$ cat src/rtl/rotary_pkg.sv
// Shared definitions for the rotary encoder decoder.
//   MODE_X1 / MODE_X4 : decode-mode selector values for the MODE parameter
//   ab_state_e        : accepted {A,B} pin state encodings
//   step_t            : one decoded step {up, down, err}
//   decode_x4()       : Gray-code transition -> step, 4x mode
//   decode_x1()       : A-rising-edge -> step, 1x mode
package rotary_pkg;

  localparam int MODE_X1 = 0;
  localparam int MODE_X4 = 1;

  typedef enum logic [1:0] {
    AB_00 = 2'b00,
    AB_01 = 2'b01,
    AB_10 = 2'b10,
    AB_11 = 2'b11
  } ab_state_e;

  typedef struct packed {
    logic up;
    logic down;
    logic err;
  } step_t;

  // Position of a state along the up sequence 00 -> 10 -> 11 -> 01 -> 00.
  function automatic logic [1:0] gray_pos(input logic [1:0] ab);
    case (ab)
      AB_00:   return 2'd0;
      AB_10:   return 2'd1;
      AB_11:   return 2'd2;
      default: return 2'd3;
    endcase
  endfunction

  // The modulo-4 distance along the up sequence gives the direction:
  // +1 is up, -1 (3) is down, 2 means both pins changed at once.
  function automatic step_t decode_x4(input logic [1:0] prev_ab, input logic [1:0] cur_ab);
    step_t      s;
    logic [1:0] delta;
    s     = '0;
    delta = gray_pos(cur_ab) - gray_pos(prev_ab);
    case (delta)
      2'd1:    s.up   = 1'b1;
      2'd3:    s.down = 1'b1;
      2'd2:    s.err  = 1'b1;
      default: s      = '0;
    endcase
    return s;
  endfunction

  // Only a rising A counts; the B level at that moment picks the direction.
  function automatic step_t decode_x1(input logic [1:0] prev_ab, input logic [1:0] cur_ab);
    step_t s;
    logic  a_rise;
    s      = '0;
    a_rise = !prev_ab[1] && cur_ab[1];
    s.up   = a_rise && !cur_ab[0];
    s.down = a_rise && cur_ab[0];
    return s;
  endfunction

endpackage

$ cat src/rtl/rotary_encoder_channel.sv
// One quadrature encoder channel: synchroniser, per-bit debounce, step
// decode and signed position counter.
//   i_clk, i_rst        : clock, synchronous active-high reset
//   i_a, i_b            : raw asynchronous encoder pins
//   i_clear             : synchronous clear of count and error flag
//   o_up, o_down        : 1-cycle step pulses
//   o_count             : signed position count
//   o_error             : sticky illegal-transition flag (4x mode only)
module rotary_encoder_channel
  import rotary_pkg::*;
#(
  parameter int SYNC_STAGES     = 2,
  parameter int DEBOUNCE_CYCLES = 1000,
  parameter int COUNT_WIDTH     = 16,
  parameter int MODE            = MODE_X1,
  parameter int SATURATE        = 1
) (
  input  logic                          i_clk,
  input  logic                          i_rst,
  input  logic                          i_a,
  input  logic                          i_b,
  input  logic                          i_clear,
  output logic                          o_up,
  output logic                          o_down,
  output logic signed [COUNT_WIDTH-1:0] o_count,
  output logic                          o_error
);

  localparam logic signed [COUNT_WIDTH-1:0] CNT_MAX = {1'b0, {(COUNT_WIDTH-1){1'b1}}};
  localparam logic signed [COUNT_WIDTH-1:0] CNT_MIN = {1'b1, {(COUNT_WIDTH-1){1'b0}}};
  localparam logic signed [COUNT_WIDTH-1:0] CNT_ONE = COUNT_WIDTH'(1);

  // One step on the counter, clamping at the signed limits when SATURATE
  // is set and wrapping modulo 2^COUNT_WIDTH otherwise.
  function automatic logic signed [COUNT_WIDTH-1:0] sat_step(
    input logic signed [COUNT_WIDTH-1:0] cur,
    input logic                          up,
    input logic                          down
  );
    logic signed [COUNT_WIDTH-1:0] res;
    res = cur;
    if (up) begin
      if (SATURATE == 0 || cur != CNT_MAX) res = cur + CNT_ONE;
    end else if (down) begin
      if (SATURATE == 0 || cur != CNT_MIN) res = cur - CNT_ONE;
    end
    return res;
  endfunction

  // ---- Stage: synchroniser (bit 1 = A, bit 0 = B; index 0 is newest) ----
  logic [SYNC_STAGES-1:0][1:0] sync_q;
  logic [1:0]                  sync_last;

  always_ff @(posedge i_clk) begin
    sync_q <= {sync_q[SYNC_STAGES-2:0], i_a, i_b};
  end

  assign sync_last = sync_q[SYNC_STAGES-1];

  // ---- Stage: debounce -> accepted {A,B} ----
  logic [1:0] acc_ab;

  if (DEBOUNCE_CYCLES == 0) begin : g_bypass
    assign acc_ab = sync_last;
  end else begin : g_debounce
    localparam int CW = (DEBOUNCE_CYCLES > 1) ? $clog2(DEBOUNCE_CYCLES) : 1;

    logic [1:0]         acc_q, acc_d;
    logic [1:0][CW-1:0] cnt_q, cnt_d;

    // The counter holds the number of consecutive differing samples seen so
    // far; the D-th differing sample is accepted directly instead of being
    // counted, so the counter never needs to represent D itself.
    always_comb begin
      acc_d = acc_q;
      cnt_d = '0;
      for (int i = 0; i < 2; i++) begin
        if (sync_last[i] != acc_q[i]) begin
          if (cnt_q[i] == CW'(DEBOUNCE_CYCLES - 1)) acc_d[i] = sync_last[i];
          else                                      cnt_d[i] = cnt_q[i] + 1'b1;
        end
      end
    end

    always_ff @(posedge i_clk) begin
      if (i_rst) begin
        acc_q <= sync_last;
        cnt_q <= '0;
      end else begin
        acc_q <= acc_d;
        cnt_q <= cnt_d;
      end
    end

    assign acc_ab = acc_q;
  end

  // ---- Stage: decode and count ----
  logic [1:0]                    prev_q;
  step_t                         step;
  logic                          up_q, down_q, err_q, err_d;
  logic signed [COUNT_WIDTH-1:0] count_q, count_d;

  always_comb begin
    step = '0;
    if (MODE == MODE_X4) step = decode_x4(prev_q, acc_ab);
    else                 step = decode_x1(prev_q, acc_ab);

    count_d = sat_step(count_q, step.up, step.down);
    err_d   = err_q | step.err;
    // Clear wins over a coincident step; the step pulse itself still goes out.
    if (i_clear) begin
      count_d = '0;
      err_d   = 1'b0;
    end
  end

  // In reset prev_q tracks the pins as well, so the accepted and previous
  // states agree at release and no phantom step is decoded.
  always_ff @(posedge i_clk) begin
    if (i_rst) begin
      prev_q  <= sync_last;
      up_q    <= 1'b0;
      down_q  <= 1'b0;
      err_q   <= 1'b0;
      count_q <= '0;
    end else begin
      prev_q  <= acc_ab;
      up_q    <= step.up;
      down_q  <= step.down;
      err_q   <= err_d;
      count_q <= count_d;
    end
  end

  assign o_up    = up_q;
  assign o_down  = down_q;
  assign o_error = err_q;
  assign o_count = count_q;

endmodule

$ cat src/rtl/rotary_encoder_array.sv
// Multi-channel quadrature decoder for the front-panel rotary encoders.
// Each channel is fully independent; outputs are packed per channel.
//   i_clk, i_rst   : clock, synchronous active-high reset
//   i_a, i_b       : raw asynchronous encoder pins, one bit per channel
//   i_clear        : per-channel synchronous clear of count and error
//   o_up, o_down   : per-channel 1-cycle step pulses
//   o_count        : channel n at [n*COUNT_WIDTH +: COUNT_WIDTH], two's complement
//   o_error        : per-channel sticky illegal-transition flag
module rotary_encoder_array
  import rotary_pkg::*;
#(
  parameter int CHANNELS        = 2,
  parameter int SYNC_STAGES     = 2,
  parameter int DEBOUNCE_CYCLES = 1000,
  parameter int COUNT_WIDTH     = 16,
  parameter int MODE            = MODE_X1,
  parameter int SATURATE        = 1
) (
  input  logic                            i_clk,
  input  logic                            i_rst,
  input  logic [CHANNELS-1:0]             i_a,
  input  logic [CHANNELS-1:0]             i_b,
  input  logic [CHANNELS-1:0]             i_clear,
  output logic [CHANNELS-1:0]             o_up,
  output logic [CHANNELS-1:0]             o_down,
  output logic [CHANNELS*COUNT_WIDTH-1:0] o_count,
  output logic [CHANNELS-1:0]             o_error
);

  for (genvar n = 0; n < CHANNELS; n++) begin : g_ch
    logic signed [COUNT_WIDTH-1:0] count;

    rotary_encoder_channel #(
      .SYNC_STAGES    (SYNC_STAGES),
      .DEBOUNCE_CYCLES(DEBOUNCE_CYCLES),
      .COUNT_WIDTH    (COUNT_WIDTH),
      .MODE           (MODE),
      .SATURATE       (SATURATE)
    ) u_ch (
      .i_clk  (i_clk),
      .i_rst  (i_rst),
      .i_a    (i_a[n]),
      .i_b    (i_b[n]),
      .i_clear(i_clear[n]),
      .o_up   (o_up[n]),
      .o_down (o_down[n]),
      .o_count(count),
      .o_error(o_error[n])
    );

    assign o_count[n*COUNT_WIDTH +: COUNT_WIDTH] = count;
  end

endmodule
$ cat config.mk
export PLATFORM = sky130hd
export DESIGN_NAME = rotary_encoder_array
export DESIGN_NICKNAME = d
export VERILOG_FILES = /design/src/rtl/rotary_pkg.sv /design/src/rtl/rotary_encoder_channel.sv /design/src/rtl/rotary_encoder_array.sv
export SDC_FILE = /design/constraint.sdc
export NUM_CORES = 1
export LEC_CHECK = 0
export BUFFER_PORTS_ARGS = -buffer_cell sky130_fd_sc_hd__buf_2
export CAP_MARGIN = 20
export CORE_MARGIN = 10
export CORE_UTILIZATION = 38
export DETAILED_ROUTE_END_ITERATION = 8
export PLACE_DENSITY = 0.57
export SLEW_MARGIN = 20
export SYNTH_ARGS = -nofsm -noshare
export SYNTH_HDL_FRONTEND = slang
export SYNTH_SLANG_ARGS = --single-unit
$ cat constraint.sdc
create_clock -name i_clk -period 2.7 [get_ports i_clk]
set_input_delay 0.27 -clock i_clk [delete_from_list [all_inputs] [get_ports i_clk]]
set_output_delay 0.27 -clock i_clk [all_outputs]
set_load 0.02 [all_outputs]
# After elaboration in Yosys (flattened, before gate mapping)
# Index checks and enable logic that the tools add are counted.
dict set report op_classes {
  add_sub_neg 8
  reduce_logical 34
  n_mux 20
  bitwise 4
  eq_ne 14
}
# operator count
set op_table {}
lappend op_table {{2-to-1 mux 16 bit} 8}
lappend op_table {{!= test 16 bit, second input constant} 4}
lappend op_table {{adder 10 x 1 -> 10 bit, second input constant} 4}
lappend op_table {{equality test 10 bit, second input constant} 4}
lappend op_table {{adder 16 x 2 -> 16 bit, second input constant} 2}
lappend op_table {{subtractor 16 x 2 -> 16 bit, second input constant} 2}
lappend op_table {{nonzero test 2 bit} 12}
lappend op_table {{OR reduction 3 bit} 4}
lappend op_table {{2-to-1 mux 1 bit} 8}
lappend op_table {{2-to-1 mux 2 bit} 4}
lappend op_table {{AND reduction 2 bit} 4}
lappend op_table {{logical AND 1 bit} 6}
lappend op_table {{AND reduction 3 bit} 2}
lappend op_table {{zero test 1 bit} 4}
lappend op_table {{!= test 1 bit} 4}
lappend op_table {{!= test 2 bit, second input constant} 2}
lappend op_table {{inverter 1 bit} 4}
lappend op_table {{OR reduction 2 bit} 2}
dict set report totals {
  out_inout_bits 38
  word_cells 100
  register_bits 92
}

# Depth between registers and ports, before layout
dict set report logic_depth {
  depth_word 5
  mapped_depth 11
  mapped_depth_nobuf 10
}

# Hierarchy
# From an unflattened synthesis, not the netlist that was laid out.
dict set report hier_totals {
  hier_cells 572
  area_unflattened_um2 5004.8
}
# mod instances seq_area_each_um2 cells_per_inst area_per_inst_um2
set modules_own_cells {}
lappend modules_own_cells {rotary_encoder_channel 2 920.9 286 2502.4}

# Worst setup path after synthesis
# OpenSTA, ideal clock, no wires.
dict set report synth_path {
  path_kind {register -> register}
  from {register g_ch[0].u_ch.g_debounce.acc_q[1]}
  to {register g_ch[0].u_ch.count_q[12]}
  setup_ns 0.117
  path_buffers 1
  synth_period_minus_slack_ns 2.790
  arrival_time_ns 2.672
  setup_slack_ns -0.090
  path_stages_with_launch 12
  required_time_ns 2.583
  cell_sequence {edfxtp_1 -> nand2b_1 -> or2_1 -> clkbuf_1 -> inv_1 -> fa_1 -> nor2b_1 -> o31ai_2 -> a211o_1 -> a31oi_1 -> mux2i_1 -> nand2_1}
}
# element line_no
set synth_lines {}
lappend synth_lines {{from (decl)} rotary_encoder_channel.sv:68} ;# logic [1:0] acc_q, acc_d;
lappend synth_lines {{from (signal assigned)} rotary_encoder_channel.sv:87} ;# acc_q <= sync_last;
lappend synth_lines {{to (signal assigned)} rotary_encoder_channel.sv:132} ;# count_q <= count_d;
lappend synth_lines {{to (decl)} rotary_encoder_channel.sv:102} ;# logic signed [COUNT_WIDTH-1:0] count_q, count_d;

# Worst setup path in the final report
dict set report layout_path {
  from {register g_ch[1].u_ch.g_debounce.acc_q[1]}
  to {register g_ch[1].u_ch.count_q[12]}
}
dict set report layout_between {
  elab_chain_cells 4
}
# element line_no
set layout_rtl {}
lappend layout_rtl {{from (decl)} rotary_encoder_channel.sv:68}
lappend layout_rtl {{from (signal assigned)} rotary_encoder_channel.sv:87}
lappend layout_rtl {{logical AND 1 bit *} rotary_pkg.sv:56} ;# a_rise = !prev_ab[1] && cur_ab[1];
lappend layout_rtl {{logical AND 1 bit (on tied branches)} {rotary_pkg.sv:57, rotary_pkg.sv:58}}
lappend layout_rtl {{!= test 2 bit (no source line) or nonzero test 2 bit (tied branches)} n/a}
lappend layout_rtl {{AND reduction 3 bit (no source line)} n/a}
lappend layout_rtl {{to (signal assigned)} rotary_encoder_channel.sv:132}
lappend layout_rtl {{to (decl)} rotary_encoder_channel.sv:102}
# Mark *: on every way between the ends. The rest lies on a longest branch, timed or not.
# A chain may end at the register's enable or synchronous reset.

==> impl_metrics.tcl <==
set metrics [dict create \
    outcome "completed" \
    multi_input_area_sq_um 3039 \
    dr.pass1.iters 4 \
    die_area_sq_um 18240 \
    fp.dieH_um 135.1 \
    grt_max_degree 25 \
    ios 46 \
    ys_seq_area_share_pct 36.61 \
    critPathMaxFanout 10 \
    clock_latency_ns 0.34 \
    power.density_nw_per_um2 595.7 \
    hp-class "in -> reg" \
    hold-path-endpoint "g_ch[0].u_ch.sync_q[0]$_DFF_P_" \
    holdWs_ns 0.02583 \
    cp_slowest_cell "edfxtp_1" \
    rsz0062_at_grt "false" \
    p_leak_nw 2.343 \
    synth_largest_area_cell "dfxtp_1" \
    clkTransAtPathRegs_ns 0.07 \
    worst_slew_pin_slew_ns 0.6486 \
    setup_violations 0 \
    synth-edff-count 4 \
    final_cell_mix "dfxtp_1, nor2_1, nand2_1, buf_2, a21oi_1" \
    drc 0 \
    ys_ff_latch 90 \
    synth_area_leaders "dfxtp_1, ha_1, nor2_1" \
    fp.dieW_um 135.1 \
    drv_cap 0 \
    syn_area_per_cell_sq_um 8.513 \
    drv_slew 0 \
    finClkSkew_ns 0.006969 \
    r2r_end "g_ch[1].u_ch.o_count[12]$_SDFFE_PP0P_" \
    crit_required_ns 2.96 \
    port_buffers 43 \
    syn-cell-area_sq_um 5031 \
    setup_tns_ns 0 \
    fin_crit_ns 2.543 \
    ff2ff_setup_slack_ns 0.16 \
    routed_wl_mm 11.64 \
    grt_pass1_vias 4189 \
    cts.path.max_buffers 2 \
    yosys_most_used_dff "dfxtp_1" \
    grt_overflow 0 \
    hp-start "i_b[0]" \
    cts_tree "built" \
    crit_arrival_ns 2.80 \
    vias_per_cell 5.264 \
    synth_top_area_share_pct 34.22 \
    fmax_mhz 393.2 \
    antenna_found_initial 0 \
    slew_headroom_pct 56.76 \
    initial_core_util_pct 39.39 \
    grt_usage_pct 12.91 \
    final_common_cell "dfxtp_1" \
    slowest_delay_ns 0.37 \
    core_area_sq_um 12770 \
    r2r_start "g_ch[1].u_ch.acc_ab[1]$_DFFE_PP_" \
    end_kind "register" \
    clock_sinks 90 \
    wl_per_cell_um 14.17 \
    drt_iter0_markers 216 \
    syn_inst 591 \
    hold_violations 0 \
    final.period_utilization_pct 94.18 \
    grt_pass1_wl_mm 19.82 \
    path_cells "nand2b_1, or2_4, ha_1, and4_4, a221o_1, a211o_1, a31oi_1, nand4_1, o221ai_1" \
    area_growth_pct 15.49 \
    nets 690 \
    yosysWarnings 0 \
    ctsHtreeMaxLevel 3 \
    gp_congestion 0.8582 \
    vias 4327 \
    dp_hpwl_mm 8.666 \
    async_flop_share_pct 0 \
    worstSetupPathType "reg -> reg" \
    max-vdd-ir-drop_v 0.0003054 \
    timing.hold.worst_path_depth 1 \
    seqCellArea_sq_um 1842 \
    yosysUniqueCellTypes 69 \
    layout-drive-gt1-share_pct 15.69 \
    ant_nets 0 \
    start_kind "register" \
    cts-root-buf "clkbuf_16" \
    fp-row-count 41 \
    num_antenna_cells 0 \
    numCtsBuffers 9 \
    r2r_cells 9 \
    nFillCells 1266 \
]
synth_stat cells (all sizes together) (2+ instances only):
cell type / number
o211ai: 8
dfxtp: 86
a21o: 8
and3: 11
nand4b: 2
a31oi: 8
edfxtp: 4
nand4: 14
or3: 4
nand2b: 3
a211oi: 8
o22ai: 2
nand3b: 4
xnor2: 31
nand2: 70
a21oi: 37
xor2: 20
mux2i: 4
nor3: 17
nor4: 10
o21bai: 2
and4: 2
nand3: 21
a311oi: 2
and2: 3
o21a: 2
ha: 34
clkbuf: 8
or2: 5
fa: 2
inv: 13
nor3b: 4
nor2: 82
nor4b: 2
o21ai: 20
a21boi: 2
mux2: 2
a211o: 3
buf: 12
nor2b: 3
per-layer routing:
| layer | up-vias | GRT usage [%] | routed length, um |
|---|---|---|---|
| li1 | 2212 | - | - |
| met1 | 2028 | 15.78 | 5513 |
| met2 | 71 | 21.21 | 5473 |
| met3 | 16 | 2.930 | 419 |
| met4 | 0 | 5.682 | 238 |
| met5 | - | 0 | 0 |
timing repair:
action / in CTS / in global routing
pin swaps: 1 / 4
resized for setup: 2 / 5
setup buffers: 1 / 1
endpoints found under the setup margin: 2 / 10
hold buffers: 0 / 0
flip-flops by register name, indices dropped and copies added (netlist names):
| name | cells |
|---|---|
| g_ch.u_ch.g_debounce.cnt_q | 40 |
| g_ch.u_ch.o_count | 32 |
| g_ch.u_ch.acc_ab | 4 |
| g_ch.u_ch.sync_last | 4 |
| g_ch.u_ch.sync_q | 4 |
| g_ch.u_ch.o_down | 2 |
| g_ch.u_ch.o_up | 2 |
| g_ch.u_ch.prev_q | 2 |
through the flow:
| stage | cell area [sq um] | setup slack, ns | util, % | total power, mW | std cells |
|---|---|---|---|---|---|
| after floorplan | 5036 | 0.09022 | - | 2.007 | 592 |
| after global placement | 5478 | 0.05183 | 42.88 | 2.174 | 805 |
| after detailed placement | 5478 | 0.01339 | 42.88 | 2.184 | 805 |
| after global routing | 5811 | 0.001828 | 45.49 | 3.650 | 822 |
| final | 5811 | 0.1570 | 45.49 | 3.461 | 822 |
| after CTS | 5788 | 0.08707 | 45.31 | 3.498 | 821 |
power breakdown:
part	leakage (nW)	switching (mW)	total, mW	internal (mW)
sequential	0.739	0.0531	1.44	1.39
clock	0.150	0.547	1.29	0.746
combinational	1.45	0.426	0.726	0.301
cells by family after synthesis:
group	Yosys count	share of synthesized area (%)
mux	6	1.243
buf+inv	33	3.407
compound gates	117	15.89
simple gates	257	24.65
flops	90	36.61
xor+xnor	51	8.878
other cells	1	0.07454
fa+ha+maj	36	9.252
worst max-delay path, delay by kind of cell, from the launching register on:
| family | cells | cell delay (ns) |
|---|---|---|
| AOI/OAI and AO/OA | 4 | 1.02 |
| and+or+nand+nor | 4 | 0.72 |
| DFF | 1 | 0.37 |
| adders and majority gates | 1 | 0.33 |
worst max-delay path by stage:
stage               depth (start not counted)  slack [ns]                              from                               endpoint
finish                                      9        0.16  g_ch[1].u_ch.acc_ab[1]$_DFFE_PP_  g_ch[1].u_ch.o_count[12]$_SDFFE_PP0P_
global placement                           10        0.05  g_ch[1].u_ch.acc_ab[1]$_DFFE_PP_  g_ch[1].u_ch.o_count[15]$_SDFFE_PP0P_
CTS                                        10        0.09  g_ch[0].u_ch.acc_ab[1]$_DFFE_PP_  g_ch[0].u_ch.o_count[15]$_SDFFE_PP0P_
detailed placement                         10        0.01  g_ch[1].u_ch.acc_ab[1]$_DFFE_PP_  g_ch[1].u_ch.o_count[14]$_SDFFE_PP0P_
global route                               10       0.002  g_ch[1].u_ch.acc_ab[1]$_DFFE_PP_   g_ch[1].u_ch.o_count[9]$_SDFFE_PP0P_
floorplan                                   8        0.09  g_ch[1].u_ch.acc_ab[0]$_DFFE_PP_  g_ch[1].u_ch.o_count[14]$_SDFFE_PP0P_
cell type report:
type,count,area share (%)
multi-input combinational,469,52.30
clock buffer,10,4.113
sequential,90,31.70
clock inverter,5,1.055
timing repair buffer,63,6.288
inverter,13,0.8398
tap,172,3.704
Power figures use the tool's default switching activity.
